--- config.mk ---
export PLATFORM = sky130hd
export DESIGN_NAME = keypad_entry_loader_flat
export DESIGN_NICKNAME = d
export VERILOG_FILES = /design/src/rtl/microwave_pkg.sv /design/src/rtl/keypad_entry_loader_if.sv /design/src/rtl/key_debounce.sv /design/src/rtl/keypad_entry_loader.sv /design/src/flat_wrapper.sv
export SDC_FILE = /design/constraint.sdc
export NUM_CORES = 1
export LEC_CHECK = 0
export ABC_AREA = 1
export CORE_MARGIN = 2
export CORE_UTILIZATION = 51
export DETAILED_ROUTE_END_ITERATION = 6
export GPL_TIMING_DRIVEN = 0
export HOLD_SLACK_MARGIN = 0.06
export PLACE_DENSITY = 0.86
export SKIP_LAST_GASP = 1
export SYNTH_ARGS = -nofsm -noshare
export SYNTH_HDL_FRONTEND = slang
export SYNTH_SLANG_ARGS = --single-unit
--- constraint.sdc ---
create_clock -name clock -period 2 [get_ports clock]
set_clock_uncertainty 0.05 [all_clocks]
set_input_delay 0.3 -clock clock [delete_from_list [all_inputs] [get_ports clock]]
set_output_delay 0.3 -clock clock [all_outputs]
set_load 0.1 [all_outputs]
--- src/rtl/microwave_pkg.sv ---
// Shared definitions for the microwave front-panel blocks.
//   key_state_e  : keypad entry FSM states
//   BCD_W        : width of one BCD digit
//   BCD_MAX      : largest legal BCD key code
//   SEC_TENS_MAX : largest legal value in the seconds-tens position
package microwave_pkg;

    localparam int unsigned BCD_W = 4;

    typedef logic [BCD_W-1:0] bcd_t;

    localparam bcd_t BCD_MAX      = 4'd9;
    localparam bcd_t SEC_TENS_MAX = 4'd5;

    typedef enum logic [1:0] {
        StIdle   = 2'd0,
        StStable = 2'd1,
        StHeld   = 2'd2
    } key_state_e;

endpackage

--- src/rtl/keypad_entry_loader_if.sv ---
// Keypad entry bus.
//   digit/validn : BCD key code and active-low strobe from the priority encoder
//   run          : magnetron on, freezes entry
//   flush        : synchronous clear of the entry buffer
//   sec_ones/sec_tens/mins : registered BCD entry buffer
//   load_pulse   : one-cycle strobe when a new buffer value appears
//   entry_count  : digits entered since reset/flush, saturating at 3
//   rejected     : one-cycle strobe for a debounced key that was discarded
// master drives keys and controls; slave (the loader) drives the buffer side.
interface keypad_entry_loader_if;

    logic [microwave_pkg::BCD_W-1:0] digit;
    logic                            validn;
    logic                            run;
    logic                            flush;
    logic [microwave_pkg::BCD_W-1:0] sec_ones;
    logic [microwave_pkg::BCD_W-1:0] sec_tens;
    logic [microwave_pkg::BCD_W-1:0] mins;
    logic                            load_pulse;
    logic [1:0]                      entry_count;
    logic                            rejected;

    modport master (
        output digit, validn, run, flush,
        input  sec_ones, sec_tens, mins, load_pulse, entry_count, rejected
    );

    modport slave (
        input  digit, validn, run, flush,
        output sec_ones, sec_tens, mins, load_pulse, entry_count, rejected
    );

endinterface

--- src/rtl/key_debounce.sv ---
// Stable-count tracker for the keypad loader.
//   clock   : system clock
//   clearn  : asynchronous active-low reset
//   restart : this edge starts a new count at 1
//   enable  : this edge extends the current count by 1
//   done    : this edge brings the count to DEBOUNCE_CYCLES
// The count returns to 0 on any edge where neither restart nor enable is set.
module key_debounce #(
    parameter int unsigned DEBOUNCE_CYCLES = 4
) (
    input  logic clock,
    input  logic clearn,
    input  logic restart,
    input  logic enable,
    output logic done
);

    localparam logic [3:0] Target = 4'(DEBOUNCE_CYCLES);

    logic [3:0] count_q, count_d;

    always_comb begin
        count_d = 4'd0;
        if (restart) begin
            count_d = 4'd1;
        end else if (enable) begin
            count_d = (count_q == 4'hf) ? 4'hf : count_q + 4'd1;
        end
    end

    // Done is combinational so the accept lands on the completing edge itself.
    assign done = (restart || enable) && (count_d == Target);

    always_ff @(posedge clock or negedge clearn) begin
        if (!clearn) begin
            count_q <= 4'd0;
        end else begin
            count_q <= count_d;
        end
    end

endmodule

--- src/rtl/keypad_entry_loader.sv ---
// Keypad entry loader: debounces keypad digits and shifts accepted ones into a
// three-digit BCD buffer (mins : sec_tens : sec_ones) for the cook timer.
//   clock  : system clock
//   clearn : asynchronous active-low reset
//   kp     : keypad_entry_loader_if.slave (key input, control, buffer outputs)
// Optional build macro SEC_TENS_CLAMP_EN: refuse any accept that would move a
// value above 5 into sec_tens; the key is consumed and rejected pulses instead.
module keypad_entry_loader
    import microwave_pkg::*;
#(
    parameter int unsigned DEBOUNCE_CYCLES = 4
) (
    input  logic                  clock,
    input  logic                  clearn,
    keypad_entry_loader_if.slave  kp
);

    key_state_e state_q, state_d;
    bcd_t       latched_q, latched_d;
    bcd_t       ones_q, ones_d;
    bcd_t       tens_q, tens_d;
    bcd_t       mins_q, mins_d;
    logic [1:0] count_q, count_d;
    logic       load_q, load_d;
    logic       rej_q, rej_d;

    logic live;
    logic restart;
    logic enable;
    logic done;
    logic clamp_hit;

    // Debounce only runs when neither flush nor run overrides the FSM.
    assign live    = !kp.flush && !kp.run && !kp.validn;
    assign restart = live && ((state_q == StIdle) ||
                              ((state_q == StStable) && (kp.digit != latched_q)));
    assign enable  = live && (state_q == StStable) && (kp.digit == latched_q);

`ifdef SEC_TENS_CLAMP_EN
    assign clamp_hit = (ones_q > SEC_TENS_MAX);
`else
    assign clamp_hit = 1'b0;
`endif

    key_debounce #(
        .DEBOUNCE_CYCLES (DEBOUNCE_CYCLES)
    ) u_debounce (
        .clock   (clock),
        .clearn  (clearn),
        .restart (restart),
        .enable  (enable),
        .done    (done)
    );

    always_comb begin
        state_d   = state_q;
        latched_d = latched_q;
        ones_d    = ones_q;
        tens_d    = tens_q;
        mins_d    = mins_q;
        count_d   = count_q;
        load_d    = 1'b0;
        rej_d     = 1'b0;

        if (kp.flush) begin
            state_d = StIdle;
            ones_d  = '0;
            tens_d  = '0;
            mins_d  = '0;
            count_d = 2'd0;
        end else if (kp.run) begin
            state_d = StIdle;
        end else begin
            unique case (state_q)
                StIdle: begin
                    if (!kp.validn) begin
                        state_d = StStable;
                    end
                end
                StStable: begin
                    if (kp.validn) begin
                        state_d = StIdle;
                    end
                end
                StHeld: begin
                    if (kp.validn) begin
                        state_d = StIdle;
                    end
                end
                default: state_d = StIdle;
            endcase

            if (restart) begin
                latched_d = kp.digit;
            end

            // Every debounced key is consumed (HELD) whether it loads or not.
            if (done) begin
                state_d = StHeld;
                if (kp.digit > BCD_MAX || clamp_hit) begin
                    rej_d = 1'b1;
                end else begin
                    mins_d  = tens_q;
                    tens_d  = ones_q;
                    ones_d  = kp.digit;
                    load_d  = 1'b1;
                    count_d = (count_q == 2'd3) ? 2'd3 : count_q + 2'd1;
                end
            end
        end
    end

    always_ff @(posedge clock or negedge clearn) begin
        if (!clearn) begin
            state_q   <= StIdle;
            latched_q <= '0;
            ones_q    <= '0;
            tens_q    <= '0;
            mins_q    <= '0;
            count_q   <= 2'd0;
            load_q    <= 1'b0;
            rej_q     <= 1'b0;
        end else begin
            state_q   <= state_d;
            latched_q <= latched_d;
            ones_q    <= ones_d;
            tens_q    <= tens_d;
            mins_q    <= mins_d;
            count_q   <= count_d;
            load_q    <= load_d;
            rej_q     <= rej_d;
        end
    end

    assign kp.sec_ones    = ones_q;
    assign kp.sec_tens    = tens_q;
    assign kp.mins        = mins_q;
    assign kp.entry_count = count_q;
    assign kp.load_pulse  = load_q;
    assign kp.rejected    = rej_q;

endmodule
--- src/flat_wrapper.sv ---
// flat-port wrapper written by rule: the top's interface ports become plain ports
module keypad_entry_loader_flat import microwave_pkg::*;
#(
    parameter int unsigned DEBOUNCE_CYCLES = 4
)
  (clock, clearn, kp_digit, kp_validn, kp_run, kp_flush, kp_sec_ones, kp_sec_tens, kp_mins, kp_load_pulse, kp_entry_count, kp_rejected);
  keypad_entry_loader_if kp_i ();
  input  logic clock;
  input  logic clearn;
  input wire logic [$bits(kp_i.digit)-1:0] kp_digit;
  input wire logic [$bits(kp_i.validn)-1:0] kp_validn;
  input wire logic [$bits(kp_i.run)-1:0] kp_run;
  input wire logic [$bits(kp_i.flush)-1:0] kp_flush;
  output wire logic [$bits(kp_i.sec_ones)-1:0] kp_sec_ones;
  output wire logic [$bits(kp_i.sec_tens)-1:0] kp_sec_tens;
  output wire logic [$bits(kp_i.mins)-1:0] kp_mins;
  output wire logic [$bits(kp_i.load_pulse)-1:0] kp_load_pulse;
  output wire logic [$bits(kp_i.entry_count)-1:0] kp_entry_count;
  output wire logic [$bits(kp_i.rejected)-1:0] kp_rejected;
  assign kp_i.digit = kp_digit;
  assign kp_i.validn = kp_validn;
  assign kp_i.run = kp_run;
  assign kp_i.flush = kp_flush;
  assign kp_sec_ones = kp_i.sec_ones;
  assign kp_sec_tens = kp_i.sec_tens;
  assign kp_mins = kp_i.mins;
  assign kp_load_pulse = kp_i.load_pulse;
  assign kp_entry_count = kp_i.entry_count;
  assign kp_rejected = kp_i.rejected;
  keypad_entry_loader #(.DEBOUNCE_CYCLES(DEBOUNCE_CYCLES)) u_core (.clock(clock), .clearn(clearn), .kp(kp_i));
endmodule
==> results.md <==
* Vias in the first global route at 1033
* Residual DRC count at 0
* Worst-path clk slew at about 0.14 ns
* Post-route cell area at approximately 1800 sq um
* Sum Neg Setup Slack at 0 ns
* Synth top area share at around 46%
* Overall Global Routing Usage at a little under a fifth
* Critical Path, Cell by Cell: dlygate4sd2_1
* Routed Antenna Nets at 0
* Drt pass-1 iters at 4
* Chip Height at ~56 microns
* Worst setup EP type: output port
* Clock Tree Root: clkbuf_4
* Cts bufs inserted at 3
* CTS tree: yes
* Routed wire length at approximately 2800 microns
* Clock Latency Late Sink at ~0.33 ns
* YS warnings at 0
* Vias at 1195
* Sequential area share after synthesis at a little under half
* Worst Path Buf+Inv at 1
* Die area at 3190 sq um
* DR vias/cell at 4.98
* Setup violations, final at 0
* Top-count cell post-synth: nand2_1
* Crit path arrival time at 1.61 ns
* Syn Nets at 189
* Rel. slew slack at 21.4%
* Type of the tightest min-delay check: in2reg
* Yosys reg bits at 26
* CTS max path bufs at 2
* Final Hold Fails at 0
* HPWL after DPL at approximately 2100 microns
* Post-synth EDFFs at 0
* Worst Path Required at between 1.5 and 2 ns
* Largest net degree at the start of global routing at 27
* Htree depth at 1
* Area after DPL at around 1700 sq um
* Ranking of synthesized cells by area: dfrtp_1, nand2_1, nand3_1
* Post-synth top cells: nand2_1, dfrtp_1, nand3_1
* Global-route wire length before repair at 4460 microns
* Pwr Density at between 600 and 700 nW/um^2
* Max Cap Violations at 0
* Largest area contributor in the netlist: dfrtp_1
* Achievable frequency at between 500 and 600 MHz
* Worst-margin pin slew at 1.18 ns
* Worst path slowest cell: dlygate4sd2_1
* Antenna fix cells at 0
* Final core utilization at between 60 and 70%
* Final period utilization at 97.8%
* Core Area at 2690 sq um
* Mapped cell area at between 1000 and 1500 sq um
* Fillers at between 200 and 250
* Tmin final at between 1.5 and 2 ns
* P_leak at between 0.0009 and 0.001 uW
* Worst path max stage delay at between 0.8 and 0.9 ns
* Die width at around 56 microns
* CTS sink cnt at 26
* Top Ports at 25
* Pins Over Slew Limit at 0
* CP max FO at 4
* # hold bufs at CTS at 0
* Syn avg cell area at about 7.9 sq um
* GRT overflow at 0
* RD Place Congestion at about 0.82
* Net count, final at roughly 220
* Crit start category: flop
* Port buffer count at 24
* Layout area overhead at 26.3%
* Top_reg_cell synth: dfrtp_1
* Asr flop ratio synth at 100%
* Starting density of the core at 52.3%
* Row count at 19
* Fraction of layout cells with a size suffix above 1 at between 15 and 20%
* CP Class: reg2out
* Status: finished, final reports clean
* Peak supply drop at between 0.0005 and 0.0006 V
* Initial DRC count at 31
* Initial antenna violation count at 0
* Crit-path leading delay family: buffers and inverters
* Synth unique cells at 23
* Wire length per cell at around 12 microns
* Mapped Cells at roughly 180
## cells by family (layout without fill, tap and decap cells)
kind of cell | count (synthesis) | after routing | synth area share (%)
simple gates | 109 | 109 | 37.9
buf+inv | 29 | 61 | 9.26
flops | 26 | 26 | 46.3
compound gates | 9 | 9 | 3.21
fa+ha+maj | 3 | 3 | 2.67
xor+xnor | 1 | 1 | 0.623
## layer usage
metal	global-route usage (%)	up-vias	part of all wire, %
met2	29.2	21	50
met1	24.8	551	46
li1	-	618	-
met3	1.38	5	2.5
met5	0	-	0
met4	8.16	0	2.0
## timing repair
item,4_1_cts,5_1_grt
endpoints found under the setup margin,16,13
setup buffers,0,4
pin swaps,0,3
resized for setup,16,8
endpoints found under the hold margin,0,0
## where the power goes
group	switching (uW)	internal, uW	leakage (uW)
Clock	160	203	0.0000279
Combinational	117	68.0	0.000605
Sequential	21.8	548	0.000356
## worst paths after layout
| check | from | cells past startpoint | slack [ns] | endpoint |
|---|---|---|---|---|
| worst max-delay path | u_core.kp.entry_count[1] | 1 | 0.04 | kp_entry_count[1] |
| worst min-delay path | kp_digit[1] | 3 | 0.25 | u_core.kp.sec_ones[1] |
| worst max register to register | u_core.state_q[0] | 11 | 0.14 | u_core.kp.sec_ones[1] |
| worst min register to register | u_core.state_q[1] | 2 | 0.45 | u_core.state_q[1] |
| max in group asynchronous | clearn | 1 | 0.68 | u_core.latched_q[3] |
| min in group asynchronous | clearn | 1 | 0.53 | u_core.kp.rejected |
## placed cells by master (no fill, tap or decap), types with 3 or more instances in the layout
cell type | Yosys | routed
nand2_4 | 3 | 3
inv_2 | 6 | 6
nand2_2 | 4 | 4
a21oi_1 | 4 | 4
nand4_1 | 3 | 3
clkdlybuf4s15_1 | 0 | 3
clkdlybuf4s50_1 | 0 | 7
nand2_1 | 60 | 60
dfrtp_1 | 26 | 26
clkbuf_4 | 0 | 3
nand3_1 | 20 | 20
nor2_1 | 8 | 7
nand3_2 | 3 | 3
ha_1 | 3 | 3
inv_1 | 19 | 19
o21ai_0 | 5 | 5
dlygate4sd2_1 | 0 | 13
buf_4 | 0 | 4
nor2_4 | 3 | 5
## flip-flops by register name, summed over array words and instances (netlist names)
name,cells
u_core.latched_q,4
u_core.u_debounce.count_q,4
u_core.kp.rejected,1
u_core.kp.mins,4
u_core.state_q,2
u_core.kp.sec_tens,4
u_core.kp.load_pulse,1
u_core.kp.entry_count,2
u_core.kp.sec_ones,4
## area by class of cell
type,count,area [sq um],share of cell area (%)
Inverter,26,100,5.64
Tap cell,31,38.8,2.19
Clock inverter,1,30.0,1.69
Clock buffer,3,22.5,1.27
Sequential cell,26,651,36.7
Buffer,3,30.0,1.69
Timing Repair Buffer,28,256,14.5
Multi-Input combinational cell,122,646,36.4
## per-stage QoR
| stage | cells | hold slack, ns | power, uW | worst slack [ns] |
|---|---|---|---|---|
| after floorplan | 177 | -0.0456 | 695 | 0.296 |
| after global placement | 232 | 0.411 | 741 | -0.232 |
| after detailed placement | 232 | 0.416 | 752 | -0.259 |
| after CTS | 236 | 0.449 | 1110 | 0.0100 |
| after global routing | 240 | 0.248 | 1170 | -0.00935 |
| final | 240 | 0.248 | 1120 | 0.0431 |
## worst reg2reg max path: stages, from the launching register on
cell	delay (ns)
dfrtp_1	0.40
inv_1	0.06
ha_1	0.22
nand2_2	0.16
nand3_2	0.13
nand2_4	0.13
nand3_2	0.11
nor2_4	0.13
nand2_4	0.09
buf_6	0.15
nand3_1	0.07
nand2_1	0.07
Note: power is estimated with default switching activity, not from simulation.
